`src/rtl/music_pkg.sv`:
```
// Shared definitions for the music subsystem: default widths, marker codes
// and the melody sequencer state encoding.
package music_pkg;

  localparam int unsigned ADDR_W_DEF = 6;
  localparam int unsigned NOTE_W_DEF = 6;
  localparam int unsigned DUR_W_DEF  = 11;

  localparam int unsigned NOTE_REST = 0;
  localparam int unsigned END_MARK  = 0;

  typedef enum logic [2:0] {
    S_IDLE,
    S_FETCH,
    S_LATCH,
    S_ARM,
    S_PLAY,
    S_GAP,
    S_DONE
  } seq_state_t;

endpackage

```
`src/rtl/melody_sequencer_if.sv`:
```
// Bus between the melody sequencer and its ROM, delay block and tone generator.
interface melody_sequencer_if #(
  parameter int unsigned ADDR_W = music_pkg::ADDR_W_DEF,
  parameter int unsigned NOTE_W = music_pkg::NOTE_W_DEF,
  parameter int unsigned DUR_W  = music_pkg::DUR_W_DEF
);

  logic [ADDR_W-1:0]       rom_addr;
  logic [NOTE_W+DUR_W-1:0] rom_data;
  logic [DUR_W-1:0]        dly_duration;
  logic                    dly_enabled;
  logic                    dly_active;
  logic [NOTE_W-1:0]       note_code;
  logic                    note_on;

  modport master (
    output rom_addr,
    input  rom_data,
    output dly_duration,
    output dly_enabled,
    input  dly_active,
    output note_code,
    output note_on
  );

  modport slave (
    input  rom_addr,
    output rom_data,
    input  dly_duration,
    input  dly_enabled,
    output dly_active,
    input  note_code,
    input  note_on
  );

endinterface

```
`src/rtl/seq_gap_counter.sv`:
```
// Loadable down-counter with zero flag; times the muted gap between notes.
module seq_gap_counter #(
  parameter int unsigned W = 2
)(
  input  logic         clk,
  input  logic         rst_n,
  input  logic         load,
  input  logic [W-1:0] load_val,
  input  logic         dec,
  output logic [W-1:0] count,
  output logic         zero
);

  always_ff @(posedge clk or negedge rst_n) begin
    if (!rst_n) begin
      count <= '0;
    end else if (load) begin
      count <= load_val;
    end else if (dec && (count != '0)) begin
      count <= count - 1'b1;
    end
  end

  always_comb begin
    zero = (count == '0);
  end

endmodule

```
`src/rtl/melody_sequencer.sv`:
```
// Steps through {note, duration} ROM entries, gating the tone generator and
// timing each note with the shared delay block.
module melody_sequencer
  import music_pkg::*;
#(
  parameter int unsigned ADDR_W     = ADDR_W_DEF,
  parameter int unsigned NOTE_W     = NOTE_W_DEF,
  parameter int unsigned DUR_W      = DUR_W_DEF,
  parameter int unsigned GAP_CYCLES = 4
)(
  input  logic clk,
  input  logic rst_n,
  input  logic start,
  input  logic stop,
  input  logic loop,
  melody_sequencer_if.master bus,
  output logic busy,
  output logic done
);

  localparam int unsigned GAP_W = (GAP_CYCLES > 1) ? $clog2(GAP_CYCLES) : 1;

  seq_state_t        state, state_nx;
  logic [ADDR_W-1:0] addr_q, addr_nx;
  logic [DUR_W-1:0]  dur_q, dur_nx;
  logic [NOTE_W-1:0] code_q, code_nx;
  logic              en_q, en_nx;
  logic              on_q, on_nx;

  logic              gap_load, gap_dec, gap_zero;
  logic [GAP_W-1:0]  gap_count;

  logic [NOTE_W-1:0] rom_note;
  logic [DUR_W-1:0]  rom_dur;

  always_comb begin
    rom_note = bus.rom_data[NOTE_W+DUR_W-1:DUR_W];
    rom_dur  = bus.rom_data[DUR_W-1:0];
  end

  seq_gap_counter #(
    .W (GAP_W)
  ) u_gap (
    .clk      (clk),
    .rst_n    (rst_n),
    .load     (gap_load),
    .load_val (GAP_W'(GAP_CYCLES - 1)),
    .dec      (gap_dec),
    .count    (gap_count),
    .zero     (gap_zero)
  );

  always_ff @(posedge clk or negedge rst_n) begin
    if (!rst_n) begin
      state  <= S_IDLE;
      addr_q <= '0;
      dur_q  <= '0;
      code_q <= '0;
      en_q   <= 1'b0;
      on_q   <= 1'b0;
    end else begin
      state  <= state_nx;
      addr_q <= addr_nx;
      dur_q  <= dur_nx;
      code_q <= code_nx;
      en_q   <= en_nx;
      on_q   <= on_nx;
    end
  end

  always_comb begin
    state_nx = state;
    addr_nx  = addr_q;
    dur_nx   = dur_q;
    code_nx  = code_q;
    en_nx    = en_q;
    on_nx    = on_q;
    gap_load = 1'b0;
    gap_dec  = 1'b0;

    // stop outranks every state transition, including a coincident start
    if (stop) begin
      state_nx = S_IDLE;
      addr_nx  = '0;
      dur_nx   = '0;
      code_nx  = '0;
      en_nx    = 1'b0;
      on_nx    = 1'b0;
    end else begin
      unique case (state)
        S_IDLE, S_DONE: begin
          if (start) begin
            addr_nx  = '0;
            state_nx = S_FETCH;
          end
        end
        S_FETCH: state_nx = S_LATCH;
        S_LATCH: begin
          if (rom_dur == DUR_W'(END_MARK)) begin
            if (loop) begin
              addr_nx  = '0;
              state_nx = S_FETCH;
            end else begin
              state_nx = S_DONE;
            end
          end else begin
            dur_nx   = rom_dur;
            code_nx  = rom_note;
            on_nx    = (rom_note != NOTE_W'(NOTE_REST));
            en_nx    = 1'b1;
            state_nx = S_ARM;
          end
        end
        S_ARM: begin
          if (bus.dly_active) state_nx = S_PLAY;
        end
        S_PLAY: begin
          if (!bus.dly_active) begin
            on_nx    = 1'b0;
            en_nx    = 1'b0;
            gap_load = 1'b1;
            state_nx = S_GAP;
          end
        end
        S_GAP: begin
          if (!gap_zero) begin
            gap_dec = 1'b1;
          end else if (addr_q == '1) begin
            // last ROM slot acts as an implicit end marker; no wrap
            if (loop) begin
              addr_nx  = '0;
              state_nx = S_FETCH;
            end else begin
              state_nx = S_DONE;
            end
          end else begin
            addr_nx  = addr_q + 1'b1;
            state_nx = S_FETCH;
          end
        end
        default: state_nx = S_IDLE;
      endcase
    end
  end

  always_comb begin
    busy = (state != S_IDLE) && (state != S_DONE);
    done = (state == S_DONE);
  end

  assign bus.rom_addr     = addr_q;
  assign bus.dly_duration = dur_q;
  assign bus.dly_enabled  = en_q;
  assign bus.note_code    = code_q;
  assign bus.note_on      = on_q;

endmodule

```
`src/flat_wrapper.sv`:
```
// flat-port wrapper written by rule: the top's interface ports become plain ports
module melody_sequencer_flat import music_pkg::*;
#(
  parameter int unsigned ADDR_W     = ADDR_W_DEF,
  parameter int unsigned NOTE_W     = NOTE_W_DEF,
  parameter int unsigned DUR_W      = DUR_W_DEF,
  parameter int unsigned GAP_CYCLES = 4
)
  (clk, rst_n, start, stop, loop, busy, done, bus_rom_addr, bus_rom_data, bus_dly_duration, bus_dly_enabled, bus_dly_active, bus_note_code, bus_note_on);
  melody_sequencer_if #(.ADDR_W(ADDR_W), .NOTE_W(NOTE_W), .DUR_W(DUR_W)) bus_i ();
  input  logic clk;
  input  logic rst_n;
  input  logic start;
  input  logic stop;
  input  logic loop;
  output logic busy;
  output logic done;
  output wire logic [$bits(bus_i.rom_addr)-1:0] bus_rom_addr;
  input wire logic [$bits(bus_i.rom_data)-1:0] bus_rom_data;
  output wire logic [$bits(bus_i.dly_duration)-1:0] bus_dly_duration;
  output wire logic [$bits(bus_i.dly_enabled)-1:0] bus_dly_enabled;
  input wire logic [$bits(bus_i.dly_active)-1:0] bus_dly_active;
  output wire logic [$bits(bus_i.note_code)-1:0] bus_note_code;
  output wire logic [$bits(bus_i.note_on)-1:0] bus_note_on;
  assign bus_rom_addr = bus_i.rom_addr;
  assign bus_i.rom_data = bus_rom_data;
  assign bus_dly_duration = bus_i.dly_duration;
  assign bus_dly_enabled = bus_i.dly_enabled;
  assign bus_i.dly_active = bus_dly_active;
  assign bus_note_code = bus_i.note_code;
  assign bus_note_on = bus_i.note_on;
  melody_sequencer #(.ADDR_W(ADDR_W), .NOTE_W(NOTE_W), .DUR_W(DUR_W), .GAP_CYCLES(GAP_CYCLES)) u_core (.clk(clk), .rst_n(rst_n), .start(start), .stop(stop), .loop(loop), .bus(bus_i), .busy(busy), .done(done));
endmodule
```
`config.mk`:
```
export PLATFORM = sky130hd
export DESIGN_NAME = melody_sequencer_flat
export DESIGN_NICKNAME = d
export VERILOG_FILES = /design/src/rtl/music_pkg.sv /design/src/rtl/melody_sequencer_if.sv /design/src/rtl/seq_gap_counter.sv /design/src/rtl/melody_sequencer.sv /design/src/flat_wrapper.sv
export SDC_FILE = /design/constraint.sdc
export NUM_CORES = 1
export LEC_CHECK = 0
export ABC_CLOCK_PERIOD_IN_PS = 4200
export BUFFER_PORTS_ARGS = -buffer_cell sky130_fd_sc_hd__buf_2
export CAP_MARGIN = 20
export CORE_MARGIN = 2
export CORE_UTILIZATION = 29
export DETAILED_ROUTE_END_ITERATION = 8
export HOLD_SLACK_MARGIN = 0.12
export PLACE_DENSITY = 0.5
export SYNTH_ARGS = -nofsm -noshare
export SYNTH_HDL_FRONTEND = slang
export SYNTH_SLANG_ARGS = --single-unit
export TNS_END_PERCENT = 50
```
`constraint.sdc`:
```
create_clock -name clk -period 4.2 [get_ports clk]
set_input_delay 0.63 -clock clk [delete_from_list [all_inputs] [get_ports clk]]
set_output_delay 0.63 -clock clk [all_outputs]
set_load 0.02 [all_outputs]
```
==> flow_summary.yaml, run 1 <==
worst_setup_path:
  critPathLaunch: "u_core.state[1]"
  cp.required_ns: 4.33
  ff2ff_path_depth: 4
  r2r_start: "u_core.state[1]"
  r2r-end: "u_core.bus.note_on"
  path_max_fanout: 19
  r2r_setup_slack_ns: 1.88
  critPathLaunchType: "register"
  arrival_ns: 2.45
  crit_type: "register to register"
  critPathCaptureType: "register"
final_layout:
  antenna_cells: 0
  nFillCells: 585
  utilization: 0.367
  final_cell_area_um2: 2020
  drive_above_1_share: 0.263
  area_growth_pct: 22.5
  final_nets: 267
routing:
  avgViaCountPerCell: 4.93
  drc: 0
  ant_nets: 0
  drt_iter0_markers: 61
  wire_per_inst_um: 13.3
  vias: 1554
  routed_wl_mm: 4.19
  first_pass_iters: 4
yosys:
  syn_inst: 197
  synth_area_um2: 1650
  syn_nets: 222
  ys_types: 41
  yosysMostFrequentCell: "nand2_1"
  synth-async-reset-ratio: 1.00
  synthFlopType: "dfrtp_1"
  yosysSeqAreaShare: 0.455
  ys_warn_count: 0
  synth_area_leaders: "dfrtp_1 (45%), nand2_1 (10%), a21oi_1 (8.2%)"
  synth-seq-cells: 30
  synth_top_area_frac: 0.455
  synth_area_leader_cell: "dfrtp_1"
  synth_edf_count: 0
  avgSynthCellArea_um2: 8.38
  synth_common_cells: "nand2_1 (46), dfrtp_1 (30), a21oi_1 (27)"
timing:
  tns_ns: 0
  min_period_ns: 2.32
  rsz0062_at_grt: "false"
  worst_slack_ns: 1.88
  finalHoldViolCount: 0
  tightestPinTransition_ns: 0.768
  finalMaxSlewViolations: 0
  skew_ns: 0.00619
  relSlewSlack: 0.486
  finalSetupViolCount: 0
  max_freq_ghz: 0.431
  fin_crit_sh: 0.553
global_routing:
  busiest_layer: "met2"
  grt_pass1_vias: 1539
  globalRouteOverflowTotal: 0
  grt_use_met2: 0.234
  use_met1: 0.186
  grtUsageMet3: 0.0271
  grt_max_degree: 31
  antenna_found_initial: 0
  track_usage: 0.142
  grt_pass1_wl_mm: 7.11
run_status:
  status: "finished, final reports clean"
place:
  place_area_um2: 1930
  gp_congestion: 0.817
  dpl_worst_slack_ns: 1.90
  hpwl_mm: 3.16
  io_buffer_count: 49
pwr:
  p_comb_frac: 0.375
  power_per_cell_area_nw_per_um2: 492
  p_total_mw: 0.995
  pwr-share-seq: 0.391
  netSwitchingFraction: 0.389
  ir_worst_vdd_v: 0.000186
  switchingPower_mw: 0.387
  p_leak_nw: 0.928
  p_clk_frac: 0.234
  p_int_mw: 0.608
die:
  rows: 27
  die-area_um2: 6310
  fp.coreArea_um2: 5510
  ioPinCount: 50
  die_w_um: 79.4
  fp.dieH_um: 79.4
  initial_utilization: 0.300
clock_network:
  cts_resized: 0
  cts_made_buffers: 5
  path_clk_slew_ns: 0.06
  clock_latency_ns: 0.27
  hold_buffers: 0
  cts_tree: "built"
  cts.sinks: 30
  h-tree-depth: 2
  clk_path_buf_depth: 2
  clock-root-buffer: "clkbuf_8"
  cts_setup_buffers: 0
hold_path:
  min_path_type: "input pin to asynchronous set/reset pin"
run:
  maxCapViolations: 0
cells in the final DEF, fill, tap and decap left out, types with 2 or more instances in the layout:
master	Yosys	final
nor3_1	6	6
o31ai_1	3	3
o21ai_0	6	6
clkbuf_8	0	6
buf_2	5	49
nor2b_1	3	3
a211oi_1	3	3
nand2_1	46	46
or4_1	2	2
dfrtp_1	30	30
ha_1	2	2
nand3_1	3	3
o21bai_1	3	3
and2_1	2	2
nand4b_1	2	2
a21oi_1	27	27
nor2_1	14	14
o211ai_1	2	2
o21ai_1	4	4
a31oi_1	2	2
inv_1	5	5
or3_1	2	2
nor4_2	2	2
final cells by class:
cell class,count,area (µm²),share of cell area
repair buffers,49,245,0.121
multi-input cells,151,826,0.408
clock inverters,1,5.00,0.00248
well taps,72,90.1,0.0446
inverters,5,18.8,0.00928
clock buffers,7,86.3,0.0427
flip-flops and latches,30,751,0.371
power groups by stage:
| stage | clock network (mW) | logic (mW) | registers, mW |
|---|---|---|---|
| 3_5_place_dp | 0 | 0.377 | 0.394 |
| 2_1_floorplan | 0 | 0.256 | 0.410 |
| 3_3_place_gp | 0 | 0.376 | 0.393 |
| 5_1_grt | 0.256 | 0.423 | 0.401 |
| 6_report | 0.233 | 0.373 | 0.389 |
| 4_1_cts | 0.242 | 0.378 | 0.388 |
routing by layer:
metal	wire (µm)	vias to the layer above
li1	-	779
met1	1900	729
met2	2060	42
met3	185	4
met4	46	0
met5	0	-
worst max-delay path by stage:
stage,slack [ns],endpoint,depth (start not counted)
finish,1.88,u_core.bus.note_on,4
global route,1.63,u_core.bus.note_on,4
CTS,1.88,u_core.bus.note_on,4
detailed placement,1.90,u_core.bus.note_on,4
global placement,1.92,u_core.bus.note_on,6
floorplan,2.32,u_core.bus.rom_addr[0],5
metrics by stage:
| stage | std cells | hold slack, ns |
|---|---|---|
| after global placement | 307 | 0.460 |
| after CTS | 315 | 0.414 |
| after detailed placement | 307 | 0.457 |
| after global routing | 315 | 0.441 |
| after floorplan | 197 | 0.334 |
| final | 315 | 0.389 |
sequential cells by signal, indices dropped and copies added, names as in the netlist:
signal and flops:
u_core.bus.rom_addr 6, u_core.bus.note_on 1, u_core.state 3, u_core.bus.dly_enabled 1, u_core.bus.dly_duration 11, u_core.u_gap.count 2, u_core.bus.note_code 6
worst max-delay path, stage by stage, from the launching register on:
cell and delay [ns]:
dfrtp_1 0.52, nor3b_2 0.70, nand2_1 0.63, nand3_1 0.25
a21oi_1 0.08
cells by family (layout without fill, tap and decap cells):
logic type / Yosys count / count (layout) / share of synthesized area
AND/OR/NAND/NOR: 91 / 91 / 0.271
flip-flops: 30 / 30 / 0.455
adder cells (fa/ha/maj): 2 / 2 / 0.0152
AO/OA/AOI/OAI: 58 / 58 / 0.214
buffers and inverters: 16 / 62 / 0.0447
No activity file was read; power rests on OpenSTA's default activity.
==> run 2, diff against run 1 <==
- ABC_CLOCK_PERIOD_IN_PS: 4200 -> 1900
- PLACE_DENSITY: 0.5 -> 0.52
- clock period: 4.2 -> 1.9 ns (I/O delays scaled with it)
==> run 2 against run 1 <==
  * Clock skew is 0.0034 ns lower
  * Core utilization grew 1.7 points
  * Die area did not move
  * Setup slack worse by 1.8 ns
  * Hold slack worse by 0.14 ns
  * Final area grew 4.6%
  * Critical path type is now register to output port
  * Critical endpoint is now busy
==> flow_summary.yaml, run 2 (same netlist as run 1, synthesis figures left out) <==
worst_setup_path:
  crit_type: "register to output port"
  cp.required_ns: 1.62
  critPathCaptureType: "output port"
  crit_family: "simple AND/OR/NAND/NOR gates"
  critPathMaxStageDelay_ns: 0.50
  path_max_fanout: 11
  worstPathCellList: "nor2b_1 -> or3_1 -> buf_2"
  r2r-end: "u_core.state[0]"
  crit_slowest_cell: "dfrtp_1"
  arrival_ns: 1.52
  critPathLaunch: "u_core.state[2]"
  crit_cells: 3
  r2r_start: "u_core.u_gap.count[0]"
  r2r_setup_slack_ns: 0.10
  cp_num_buf_inv: 1
  ff2ff_path_depth: 6
  critPathCapture: "busy"
  critPathLaunchType: "register"
pwr:
  p_comb_frac: 0.405
  p_int_mw: 1.43
  power_per_cell_area_nw_per_um2: 1100
  switchingPower_mw: 0.899
  p_total_mw: 2.33
  p_leak_nw: 0.985
  p_clk_frac: 0.230
  netSwitchingFraction: 0.386
  pwr-share-seq: 0.365
  ir_worst_vdd_v: 0.000429
place:
  hpwl_mm: 3.36
  gp_congestion: 0.829
  dpl_worst_slack_ns: 0.0657
  io_buffer_count: 49
routing:
  ant_nets: 0
  first_pass_iters: 4
  drc: 0
  drt_iter0_markers: 76
  avgViaCountPerCell: 4.94
  routed_wl_mm: 4.53
  drt-met1-wl_mm: 2.23
  wire_per_inst_um: 13.9
  vias: 1605
  wl_met3_um: 112
  top_layer: "met4"
  wl_met2_mm: 2.15
timing:
  rsz0062_at_grt: "false"
  min_period_ns: 1.81
  relSlewSlack: 0.537
  skew_ns: 0.00283
  finalHoldViolCount: 0
  tightestPinTransition_ns: 0.694
  hold_slack_ns: 0.247
  worst_slack_ns: 0.0948
  fin_crit_sh: 0.950
  max_freq_ghz: 0.554
  finalMaxSlewViolations: 0
  tns_ns: 0
  finalSetupViolCount: 0
final_layout:
  final_nets: 277
  drive_above_1_share: 0.296
  area_growth_pct: 28.1
  final_common_cell: "buf_2"
  final_cell_mix: "buf_2 (49), nand2_1 (46), dfrtp_1 (29), a21oi_1 (27), nor2_1 (14)"
  largest_reg_flops: 11
  nFillCells: 569
  antenna_cells: 0
hold_path:
  min_path_type: "input pin to register"
global_routing:
  antenna_found_initial: 0
  globalRouteOverflowTotal: 0
  grt_pass1_wl_mm: 7.47
  track_usage: 0.149
  grt_max_degree: 31
  grt_pass1_vias: 1553
clock_network:
  clock-root-buffer: "clkbuf_8"
  path_clk_slew_ns: 0.06
  cts_tree: "built"
  h-tree-depth: 2
  cts.sinks: 30
  clk_path_buf_depth: 2
  cts_made_buffers: 5
  clock_latency_ns: 0.28
die:
  initial_utilization: 0.300
  ioPinCount: 50
  fp.coreArea_um2: 5510
  rows: 27
  fp.dieH_um: 79.4
  die_w_um: 79.4
  die-area_um2: 6310
run:
  maxCapViolations: 0
run_status:
  status: "finished, final reports clean"
==> run 2: per-layer routing <==
layer / global-route usage / vias to the layer above
met5: 0 / -
met4: 0.0655 / 0
met3: 0.0317 / 5
met2: 0.230 / 30
met1: 0.201 / 770
li1: - / 800
==> run 2: worst register-to-register path: stages (launching register included) <==
cell,delay (ns)
dfrtp_1,0.40
inv_1,0.06
ha_1,0.24
o22ai_1,0.13
a21o_1,0.22
or4_4,0.52
o21ai_1,0.15
==> run 2: power groups by stage <==
stage	sequential, mW	clock [mW]	combinational [mW]
final	0.851	0.535	0.943
after global routing	0.868	0.575	1.05
after CTS	0.848	0.547	0.951
after detailed placement	0.857	0	0.947
after global placement	0.856	0	0.947
after floorplan	0.905	0	0.565
==> run 2: area by class of cell <==
| type | instances | area (µm²) | area share |
|---|---|---|---|
| sequential | 30 | 752 | 0.356 |
| clock buffer | 7 | 86.3 | 0.0408 |
| inverter | 5 | 18.8 | 0.00888 |
| multi-input combinational | 151 | 827 | 0.391 |
| clock inverter | 1 | 5.00 | 0.00237 |
| tap | 72 | 90.1 | 0.0426 |
| timing repair buffer | 59 | 335 | 0.159 |
==> run 2: stage by stage <==
stage	cells	utilization	cell area [µm²]
floorplan	197	-	1650
global placement	316	0.365	2010
detailed placement	316	0.365	2010
CTS	325	0.384	2110
global route	325	0.384	2110
finish	325	0.384	2110
==> run 2: worst min path at each step <==
stage / startpoint / end / slack, ns / cells after the start
after floorplan: rst_n / u_core.bus.dly_duration[0] / -0.01 / 0
after global placement: rst_n / u_core.bus.dly_duration[9] / 0.37 / 1
after detailed placement: rst_n / u_core.bus.dly_duration[9] / 0.37 / 1
after CTS: bus_rom_data[13] / u_core.bus.note_code[2] / 0.24 / 3
after global routing: bus_rom_data[15] / u_core.bus.note_code[4] / 0.25 / 3
final: bus_rom_data[13] / u_core.bus.note_code[2] / 0.25 / 3
==> run 2: what timing repair did <==
| item | CTS | global route |
|---|---|---|
| hold buffers | 1 | 0 |
| endpoints found under the hold margin | 30 | 0 |
| gates resized for setup | 0 | 2 |
| buffers inserted | 0 | 0 |
| endpoints found under the setup margin | 0 | 3 |
==> run 3, diff against run 2 <==
- ABC_AREA: default -> 1
==> run 3 against run 2 <==
  * Combinational power is 11% lower
  * Register-to-register slack better by 0.12 ns
  * Final cell count increased by 14%
  * First-iteration DRC count is 6.6% lower
  * Global-route usage up 0.62 points
  * Clock skew is 0.0048 ns higher
  * Area after synthesis increased by 4.6%
  * Non-clock buffer count fell by 6
  * Critical path type unchanged
  * Largest cell class unchanged
==> flow_summary.yaml, run 3 <==
die:
  rows: 28
  die-area_um2: 6590
  initial_utilization: 0.295
  ioPinCount: 50
  fp.coreArea_um2: 5850
  fp.dieH_um: 81.2
  die_w_um: 81.2
final_layout:
  area_growth_pct: 23.7
  largest_reg_flops: 11
  final_cell_mix: "nand2_1 (95), buf_2 (49), nand3_1 (33), dfrtp_1 (30), inv_1 (20)"
  seq_area_um2: 751
  drive_above_1_share: 0.253
  final_nets: 320
  multi_input_area_um2: 816
  final_common_cell: "nand2_1"
  nFillCells: 634
  antenna_cells: 0
clock_network:
  clock_latency_ns: 0.29
  cts_setup_buffers: 0
  clk_path_buf_depth: 2
  h-tree-depth: 2
  cts_made_buffers: 5
  cts.sinks: 30
  clock-root-buffer: "clkbuf_8"
  path_clk_slew_ns: 0.07
  cts_tree: "built"
routing:
  vias: 1743
  wire_per_inst_um: 12.6
  drc: 0
  routed_wl_mm: 4.68
  drt_iter0_markers: 71
  ant_nets: 0
  first_pass_iters: 4
  avgViaCountPerCell: 4.70
yosys:
  synth-seq-cells: 30
  yosysMostFrequentCell: "nand2_1"
  synthFlopType: "dfrtp_1"
  synth-async-reset-ratio: 1.00
  synth_area_um2: 1730
  synth_edf_count: 0
  syn_nets: 267
  synth_area_leader_cell: "dfrtp_1"
  synth_common_cells: "nand2_1 (95), nand3_1 (33), dfrtp_1 (30)"
  synth_area_leaders: "dfrtp_1 (43%), nand2_1 (21%), nand3_1 (9.6%)"
  yosysSeqAreaShare: 0.435
  avgSynthCellArea_um2: 7.13
  synth_top_area_frac: 0.435
  ys_warn_count: 0
  syn_inst: 242
  ys_types: 24
global_routing:
  track_usage: 0.156
  grt_pass1_wl_mm: 7.80
  grt_max_degree: 31
  grt_pass1_vias: 1676
  antenna_found_initial: 0
  globalRouteOverflowTotal: 0
timing:
  fin_crit_sh: 0.893
  skew_ns: 0.00761
  tns_ns: 0
  finalSetupViolCount: 0
  finalMaxSlewViolations: 0
  max_freq_ghz: 0.590
  relSlewSlack: 0.530
  min_period_ns: 1.70
  hold_slack_ns: 0.209
  rsz0062_at_grt: "false"
  finalHoldViolCount: 0
  tightestPinTransition_ns: 0.705
worst_setup_path:
  cp.required_ns: 1.62
  critPathLaunchType: "register"
  critPathCapture: "busy"
  path_max_fanout: 8
  ff2ff_path_depth: 8
  r2r-end: "u_core.bus.rom_addr[0]"
  r2r_start: "u_core.state[2]"
  arrival_ns: 1.41
  r2r_setup_slack_ns: 0.22
  critPathCaptureType: "output port"
  crit_type: "register to output port"
  critPathLaunch: "u_core.state[0]"
pwr:
  ir_worst_vdd_v: 0.000364
  p_leak_nw: 1.21
  power_per_cell_area_nw_per_um2: 1060
hold_path:
  min_path_type: "input pin to register"
run:
  maxCapViolations: 0
place:
  io_buffer_count: 49
  hpwl_mm: 3.35
  gp_congestion: 0.860
run_status:
  status: "finished, final reports clean"
[run 3: cell count changes after synthesis, moves of 4 or more]
cell,previous run,this run
o21ai_0,6,16
nor3_1,6,1
buf_2,5,1
inv_2,0,6
o21ai_1,4,0
nand3_1,3,33
clkbuf_1,4,0
a21oi_1,27,1
nand4_1,1,6
inv_1,5,20
nand2_1,46,95
[run 3: repair_timing]
| action | CTS | global route |
|---|---|---|
| gates resized for setup | 0 | 0 |
| hold endpoints to repair | 30 | 0 |
| hold buffers | 1 | 0 |
[run 3: power breakdown]
part	switching, mW	internal, mW
combinational	0.581	0.261
clock	0.266	0.291
sequential	0.105	0.761
total	0.952	1.31
[run 3: worst min path at each step]
stage / from / to / slack (ns) / cells past startpoint
after floorplan: rst_n / u_core.bus.dly_duration[0] / -0.01 / 0
after global placement: rst_n / u_core.bus.dly_duration[4] / 0.38 / 1
after detailed placement: rst_n / u_core.bus.dly_duration[4] / 0.38 / 1
after CTS: bus_rom_data[0] / u_core.bus.dly_duration[0] / 0.20 / 3
after global routing: bus_rom_data[9] / u_core.bus.dly_duration[9] / 0.21 / 3
final: bus_rom_data[0] / u_core.bus.dly_duration[0] / 0.21 / 3
[run 3: final cells by class]
| cell class | count | share of cell area |
|---|---|---|
| clock inverter | 2 | 0.00586 |
| tap | 75 | 0.0439 |
| inverter | 27 | 0.0480 |
| multi-input combinational | 178 | 0.382 |
| timing repair buffer | 53 | 0.130 |
| clock buffer | 6 | 0.0387 |
| sequential | 30 | 0.351 |
[run 3: cell families after synthesis]
logic type	after synthesis	share of synthesized area
buf+inv	34	0.0927
simple gates	157	0.399
compound gates	18	0.0536
xor+xnor	1	0.00507
flops	30	0.435
fa+ha+maj	2	0.0145
[run 3: critical path: stages, from the launching register on]
cell     delay [ns]
dfrtp_1        0.48
nor2_1         0.26
nand2_1        0.08
nand2_1        0.11
inv_1          0.05
buf_2          0.15
[run 3: per-layer routing]
layer  part of all wire  GRT usage  up-vias
li1                   -          -      874
met1               0.49      0.206      799
met2               0.43      0.246       60
met3              0.070     0.0433       10
met4              0.013     0.0492        0
met5                  0          0        -
[run 3: stage by stage]
step,power (mW),area (µm²),instances,setup WS [ns],utilization
6_report,2.26,2140,371,0.204,0.365
5_1_grt,2.46,2140,371,0.0145,0.365
4_1_cts,2.30,2140,371,0.188,0.365
3_5_place_dp,1.72,2030,362,0.231,0.347
3_3_place_gp,1.72,2030,362,0.262,0.347
2_1_floorplan,1.49,1730,242,0.412,-
